### src/rtl/ahbl_timer_slave.sv
// AHB-Lite slave timer: prescaled down-counter with auto-reload, a sticky timeout flag,
// a level interrupt, zero-wait OKAY transfers and a two-cycle ERROR response.
module ahbl_timer_slave #(
    parameter int PRE_W = 16,
    parameter int CNT_W = 32
) (
    input  logic        clk,
    input  logic        rst,
    input  logic        HSEL,
    input  logic [31:0] HADDR,
    input  logic        HTRANS,
    input  logic        HWRITE,
    input  logic [2:0]  HSIZE,
    input  logic [31:0] HWDATA,
    input  logic        HREADY,
    output logic [31:0] HRDATA,
    output logic        HREADYOUT,
    output logic [1:0]  HRESP,
    output logic        irq
);

    typedef enum logic [1:0] {
        RESP_OKAY = 2'd0,
        RESP_ERR1 = 2'd1,
        RESP_ERR2 = 2'd2
    } resp_state_t;

    localparam logic [PRE_W-1:0] PCNT_ONE = {{(PRE_W-1){1'b0}}, 1'b1};
    localparam logic [CNT_W-1:0] CNT_ONE  = {{(CNT_W-1){1'b0}}, 1'b1};

    function automatic logic [3:0] lanes_of(input logic [2:0] size, input logic [1:0] a);
        logic [3:0] be;
        case (size)
            3'b000:  be = 4'b0001 << a;
            3'b001:  be = a[1] ? 4'b1100 : 4'b0011;
            default: be = 4'b1111;
        endcase
        return be;
    endfunction

    function automatic logic illegal_of(input logic [2:0] size, input logic [4:0] a);
        return (a > 5'h10) || (size > 3'b010) ||
               ((size == 3'b001) && a[0]) ||
               ((size == 3'b010) && (a[1:0] != 2'b00));
    endfunction

    function automatic logic [31:0] merge_lanes(input logic [31:0] old_val,
                                                input logic [31:0] wdata,
                                                input logic [3:0]  be);
        logic [31:0] res;
        res = old_val;
        for (int b = 0; b < 4; b++) begin
            if (be[b]) begin
                res[8*b +: 8] = wdata[8*b +: 8];
            end else begin
                res[8*b +: 8] = old_val[8*b +: 8];
            end
        end
        return res;
    endfunction

    resp_state_t      state_r, state_s;
    logic             dphase_r, write_r;
    logic [4:0]       addr_r;
    logic [3:0]       lanes_r;
    logic [2:0]       ctrl_r;
    logic [PRE_W-1:0] prescale_r, pcnt_r;
    logic [CNT_W-1:0] load_r, count_r;
    logic             to_r;

    logic        accept_s, illegal_s, tick_s, zero_s, wr_s;
    logic        wr_ctrl_s, wr_pre_s, wr_load_s, wr_count_s, w1c_s;
    logic [31:0] reg_s, merged_s;
    logic        unused_addr_s;

    assign accept_s      = HSEL & HTRANS & HREADY;
    assign illegal_s     = illegal_of(HSIZE, HADDR[4:0]);
    assign unused_addr_s = ^HADDR[31:5];

    assign tick_s = ctrl_r[0] & (pcnt_r == prescale_r);
    assign zero_s = (count_r == {CNT_W{1'b0}});

    assign wr_s       = dphase_r & write_r;
    assign wr_ctrl_s  = wr_s & (addr_r[4:2] == 3'd0);
    assign wr_pre_s   = wr_s & (addr_r[4:2] == 3'd1);
    assign wr_load_s  = wr_s & (addr_r[4:2] == 3'd2);
    assign wr_count_s = wr_s & (addr_r[4:2] == 3'd3);
    assign w1c_s      = wr_s & (addr_r[4:2] == 3'd4) & lanes_r[0] & HWDATA[0];

    // Register selected by the data-phase address; feeds both read data and write merging
    always_comb begin
        reg_s = 32'd0;
        case (addr_r[4:2])
            3'd0:    reg_s[2:0]       = ctrl_r;
            3'd1:    reg_s[PRE_W-1:0] = prescale_r;
            3'd2:    reg_s[CNT_W-1:0] = load_r;
            3'd3:    reg_s[CNT_W-1:0] = count_r;
            3'd4:    reg_s[0]         = to_r;
            default: reg_s            = 32'd0;
        endcase
    end

    assign merged_s = merge_lanes(reg_s, HWDATA, lanes_r);

    // Read data only while a legal read is in its data phase
    always_comb begin
        if (dphase_r && !write_r) begin
            HRDATA = reg_s;
        end else begin
            HRDATA = 32'd0;
        end
    end

    assign irq = to_r & ctrl_r[1];

    // Address-phase capture; illegal accesses never open a data phase
    always_ff @(posedge clk) begin
        if (rst) begin
            dphase_r <= 1'b0;
            write_r  <= 1'b0;
            addr_r   <= 5'd0;
            lanes_r  <= 4'd0;
        end else begin
            dphase_r <= accept_s & ~illegal_s;
            if (accept_s) begin
                write_r <= HWRITE;
                addr_r  <= HADDR[4:0];
                lanes_r <= lanes_of(HSIZE, HADDR[1:0]);
            end
        end
    end

    // Response state register
    always_ff @(posedge clk) begin
        if (rst) begin
            state_r <= RESP_OKAY;
        end else begin
            state_r <= state_s;
        end
    end

    // Response next state and HREADYOUT/HRESP decode
    always_comb begin
        state_s   = state_r;
        HREADYOUT = 1'b1;
        HRESP     = 2'b00;
        case (state_r)
            RESP_OKAY: begin
                if (accept_s && illegal_s) begin
                    state_s = RESP_ERR1;
                end else begin
                    state_s = RESP_OKAY;
                end
            end
            RESP_ERR1: begin
                HREADYOUT = 1'b0;
                HRESP     = 2'b01;
                state_s   = RESP_ERR2;
            end
            RESP_ERR2: begin
                HRESP = 2'b01;
                if (accept_s && illegal_s) begin
                    state_s = RESP_ERR1;
                end else begin
                    state_s = RESP_OKAY;
                end
            end
            default: begin
                state_s = RESP_OKAY;
            end
        endcase
    end

    // Timer registers; bus writes take priority over tick effects, except TO set beats W1C
    always_ff @(posedge clk) begin
        if (rst) begin
            ctrl_r     <= 3'd0;
            prescale_r <= {PRE_W{1'b0}};
            load_r     <= {CNT_W{1'b0}};
            count_r    <= {CNT_W{1'b0}};
            to_r       <= 1'b0;
            pcnt_r     <= {PRE_W{1'b0}};
        end else begin
            if (!ctrl_r[0] || tick_s) begin
                pcnt_r <= {PRE_W{1'b0}};
            end else begin
                pcnt_r <= pcnt_r + PCNT_ONE;
            end

            if (wr_ctrl_s) begin
                ctrl_r <= merged_s[2:0];
            end else if (tick_s && zero_s && !ctrl_r[2]) begin
                ctrl_r[0] <= 1'b0;
            end

            if (wr_pre_s) begin
                prescale_r <= merged_s[PRE_W-1:0];
            end

            if (wr_load_s) begin
                load_r <= merged_s[CNT_W-1:0];
            end

            if (wr_count_s) begin
                count_r <= merged_s[CNT_W-1:0];
            end else if (tick_s && !zero_s) begin
                count_r <= count_r - CNT_ONE;
            end else if (tick_s && ctrl_r[2]) begin
                count_r <= load_r;
            end

            if (tick_s && zero_s) begin
                to_r <= 1'b1;
            end else if (w1c_s) begin
                to_r <= 1'b0;
            end
        end
    end

endmodule

### config.mk
export PLATFORM = sky130hd
export DESIGN_NAME = ahbl_timer_slave
export DESIGN_NICKNAME = d
export VERILOG_FILES = /design/src/rtl/ahbl_timer_slave.sv
export SDC_FILE = /design/constraint.sdc
export NUM_CORES = 1
export LEC_CHECK = 0
export CORE_UTILIZATION = 59
export CTS_BUF_LIST = sky130_fd_sc_hd__clkbuf_16
export DETAILED_ROUTE_END_ITERATION = 6
export GPL_TIMING_DRIVEN = 0
export HOLD_SLACK_MARGIN = 0.12
export PLACE_DENSITY = 0.95
export SYNTH_ARGS = -nofsm -noshare
export SYNTH_HDL_FRONTEND = slang
export SYNTH_SLANG_ARGS = --single-unit
### constraint.sdc
create_clock -name clk -period 4.5 [get_ports clk]
set_clock_uncertainty 0.05 [all_clocks]
set_input_delay 1.125 -clock clk [delete_from_list [all_inputs] [get_ports clk]]
set_output_delay 1.125 -clock clk [all_outputs]
set_load 0.05 [all_outputs]
==> results.yml <==
outcome:
  outcome: "finished clean"
setup_path:
  cp_slowest_stage_delay_ns: 0.81
  cp_slowest_cell: "clkdlybuf4s50_1"
  path_max_fanout: 10
  r2r_cells: 8
  worstPathCellList: "clkbuf_1, nor3b_4, clkbuf_1, a22oi_1, nor2_1, clkdlybuf4s50_1"
  reg2reg_from: "prescale_r[7]"
  path_common_cell: "clkbuf_1"
  cp.arrival_ns: 3.22
  end_kind: "output pin"
  startpoint: "addr_r[3]"
  reg2reg_slack_ns: 1.35
  r2r-end: "count_r[10]"
  path_class: "register to output pin"
  worstPathRequired_ns: 3.32
  start_kind: "register"
floorplanning:
  rows: 38
  fp.dieW_um: 110
  dieArea_um2: 12000
  ios: 109
  fp.coreArea_um2: 11100
  die_h_um: 110
  start_util_pct: 61.8
placement:
  globalplace.congestion: 0.988
  place_area_um2: 7810
  dp_hpwl_um: 15100
  place.port_buffers: 79
layout:
  layout_commonest_cell: "nor2_1"
  utilization_pct: 73.4
  insertedDiodeCount: 0
  syn_to_final_growth_pct: 18.9
  mostFrequentLayoutCells: "nor2_1 (141), dfxtp_1 (111), clkdlybuf4s50_1 (79), clkbuf_1 (51), xor2_1 (42)"
  stdcell_area_um2: 8130
  drive_above_1_share_pct: 11.0
  nets: 1000
timing:
  timing.fmax_mhz: 227
  setup_violations: 0
  holdWs_ns: 0.450
  slew_violations: 0
  fin_crit_ns: 4.40
  rsz0062_at_grt: "true"
  finalCritPeriodShare_pct: 97.7
  timing.setup.tns_ns: 0
  hold_violations: 0
  tightest_slew_ns: 1.03
  slew_headroom_pct: 30.1
grt:
  use_met2_pct: 55.4
  grt_antenna_before_repair: 0
  grtUsageTotal_pct: 36.3
  grtUsageMet3_pct: 11.4
  grt_max_degree: 18
  grt_pass1_wl_um: 33000
  gr-usage-met1_pct: 45.4
  grt_pass1_vias: 6667
  grt_busiest_layer: "met2"
  overflow: 0
clock_network:
  cts_made_buffers: 9
  cts_sinks: 111
  cts.path.max_buffers: 2
  h-tree-depth: 3
  path_clk_slew_ns: 0.07
  cts_tree: "done"
  root_buffer: "clkbuf_16"
  clk_latency_ns: 0.36
run:
  drv_cap: 0
route:
  wirelength_um: 21400
  dr.pass1.iters: 6
  drcViolationCount: 0
  vias: 7137
  initialDrtViolationCount: 1077
  wl_per_cell_um: 20.1
  vias_per_cell: 6.70
  antenna_left: 0
power:
  power_density_nw_per_um2: 244
  max-vdd-ir-drop_mv: 0.387
  p_leak_uw: 0.00297
  finalPower_uw: 1980
synthesis:
  synth_top_area_cell: "dfxtp_1"
  syn_nets: 910
  yosysTopAreaCellShare_pct: 32.5
  synth-edff-count: 0
  synth_cell_type_count: 59
  async_flop_share_pct: 0
  ys_seq_area_share_pct: 32.5
  ys_ff_latch: 111
  yosysWarningCount: 0
  synth.top_cells.by_area: "dfxtp_1 (32%), nor2_1 (7.7%), xor2_1 (5.4%)"
  synth_ff_type: "dfxtp_1"
  synthesis.area_um2: 6840
  avgSynthCellArea_um2: 8.23
  netlist_instances: 831
hold_path:
  min_from: "pcnt_r[0]"
  min_to: "pcnt_r[0]"
  hold_path_class: "register to register"
  worst_hold_path.num_cells: 1
## sequential cells by signal, indices dropped and copies added, names as in the netlist
name and flops:
load_r 32, dphase_r 1, count_r 32, pcnt_r 16
to_r 1, prescale_r 16, write_r 1, state_r 2
ctrl_r 3, addr_r 3, lanes_r 4
## how the worst max path moves through the flow
stage | end | slack [ns]
2_1_floorplan | HRDATA[10] | 1.03
5_1_grt | HRDATA[25] | -0.01
6_report | HRDATA[31] | 0.10
4_1_cts | HRDATA[31] | 0.02
3_3_place_gp | HRDATA[31] | 0.04
3_5_place_dp | HRDATA[31] | 0.004
## critical path: cells and delay by family (launching register included)
kind,cells,cell delay [ns]
flip-flops,1,0.31
buffers and inverters,3,1.66
AO/OA/AOI/OAI,1,0.22
AND/OR/NAND/NOR,2,0.68
## synth_stat cells (10+ instances only)
library cell,n
a211oi_1,36
a21oi_1,40
a22oi_1,30
a31oi_1,18
and3_1,10
clkbuf_1,53
dfxtp_1,111
inv_1,27
mux2_2,30
mux2i_1,29
nand2_1,37
nor2_1,141
nor3_1,36
nor4_1,20
o22a_1,13
o22ai_2,27
xnor2_1,13
xor2_1,42
## per-stage QoR
stage          instances  setup slack, ns
2_1_floorplan        831             1.03
3_3_place_gp        1050           0.0387
3_5_place_dp        1050          0.00357
4_1_cts             1065           0.0183
5_1_grt             1065          -0.0108
6_report            1065            0.103
## timing repair
action / 4_1_cts / 5_1_grt
setup endpoints to repair: 9 / 10
buffers inserted: 0 / 0
hold buffers: 0 / 0
resized for setup: 1 / 5
## logic make-up (layout without fill, tap and decap cells)
kind of cell / after synthesis / in the layout / synth area share [%]
compound gates: 193 / 193 / 21.6
buf+inv: 100 / 194 / 6.64
fa+ha+maj: 6 / 6 / 1.10
mux: 61 / 61 / 9.84
simple gates: 304 / 304 / 21.3
other cells: 1 / 1 / 0.0548
flops: 111 / 111 / 32.5
xor+xnor: 55 / 55 / 7.04
## power by group
group	switching, uW	internal, uW
clock	381	484
sequential	1.52	985
combinational	76.1	57.1
## area by class of cell
class,instances,area (um^2)
repair buffers,79,791
inverters,27,101
clock inverters,6,86.3
fillers,818,2940
plain buffers,73,355
multi-input cells,620,4180
clock buffers,9,225
well taps,140,175
flip-flops and latches,111,2220
## layer usage
| layer | up-vias | wire [um] |
|---|---|---|
| met5 | - | 0 |
| met4 | 0 | 1040 |
| met3 | 119 | 3120 |
| met2 | 587 | 9340 |
| met1 | 3263 | 7940 |
| li1 | 3168 | - |
No activity file was read; power rests on OpenSTA's default activity.
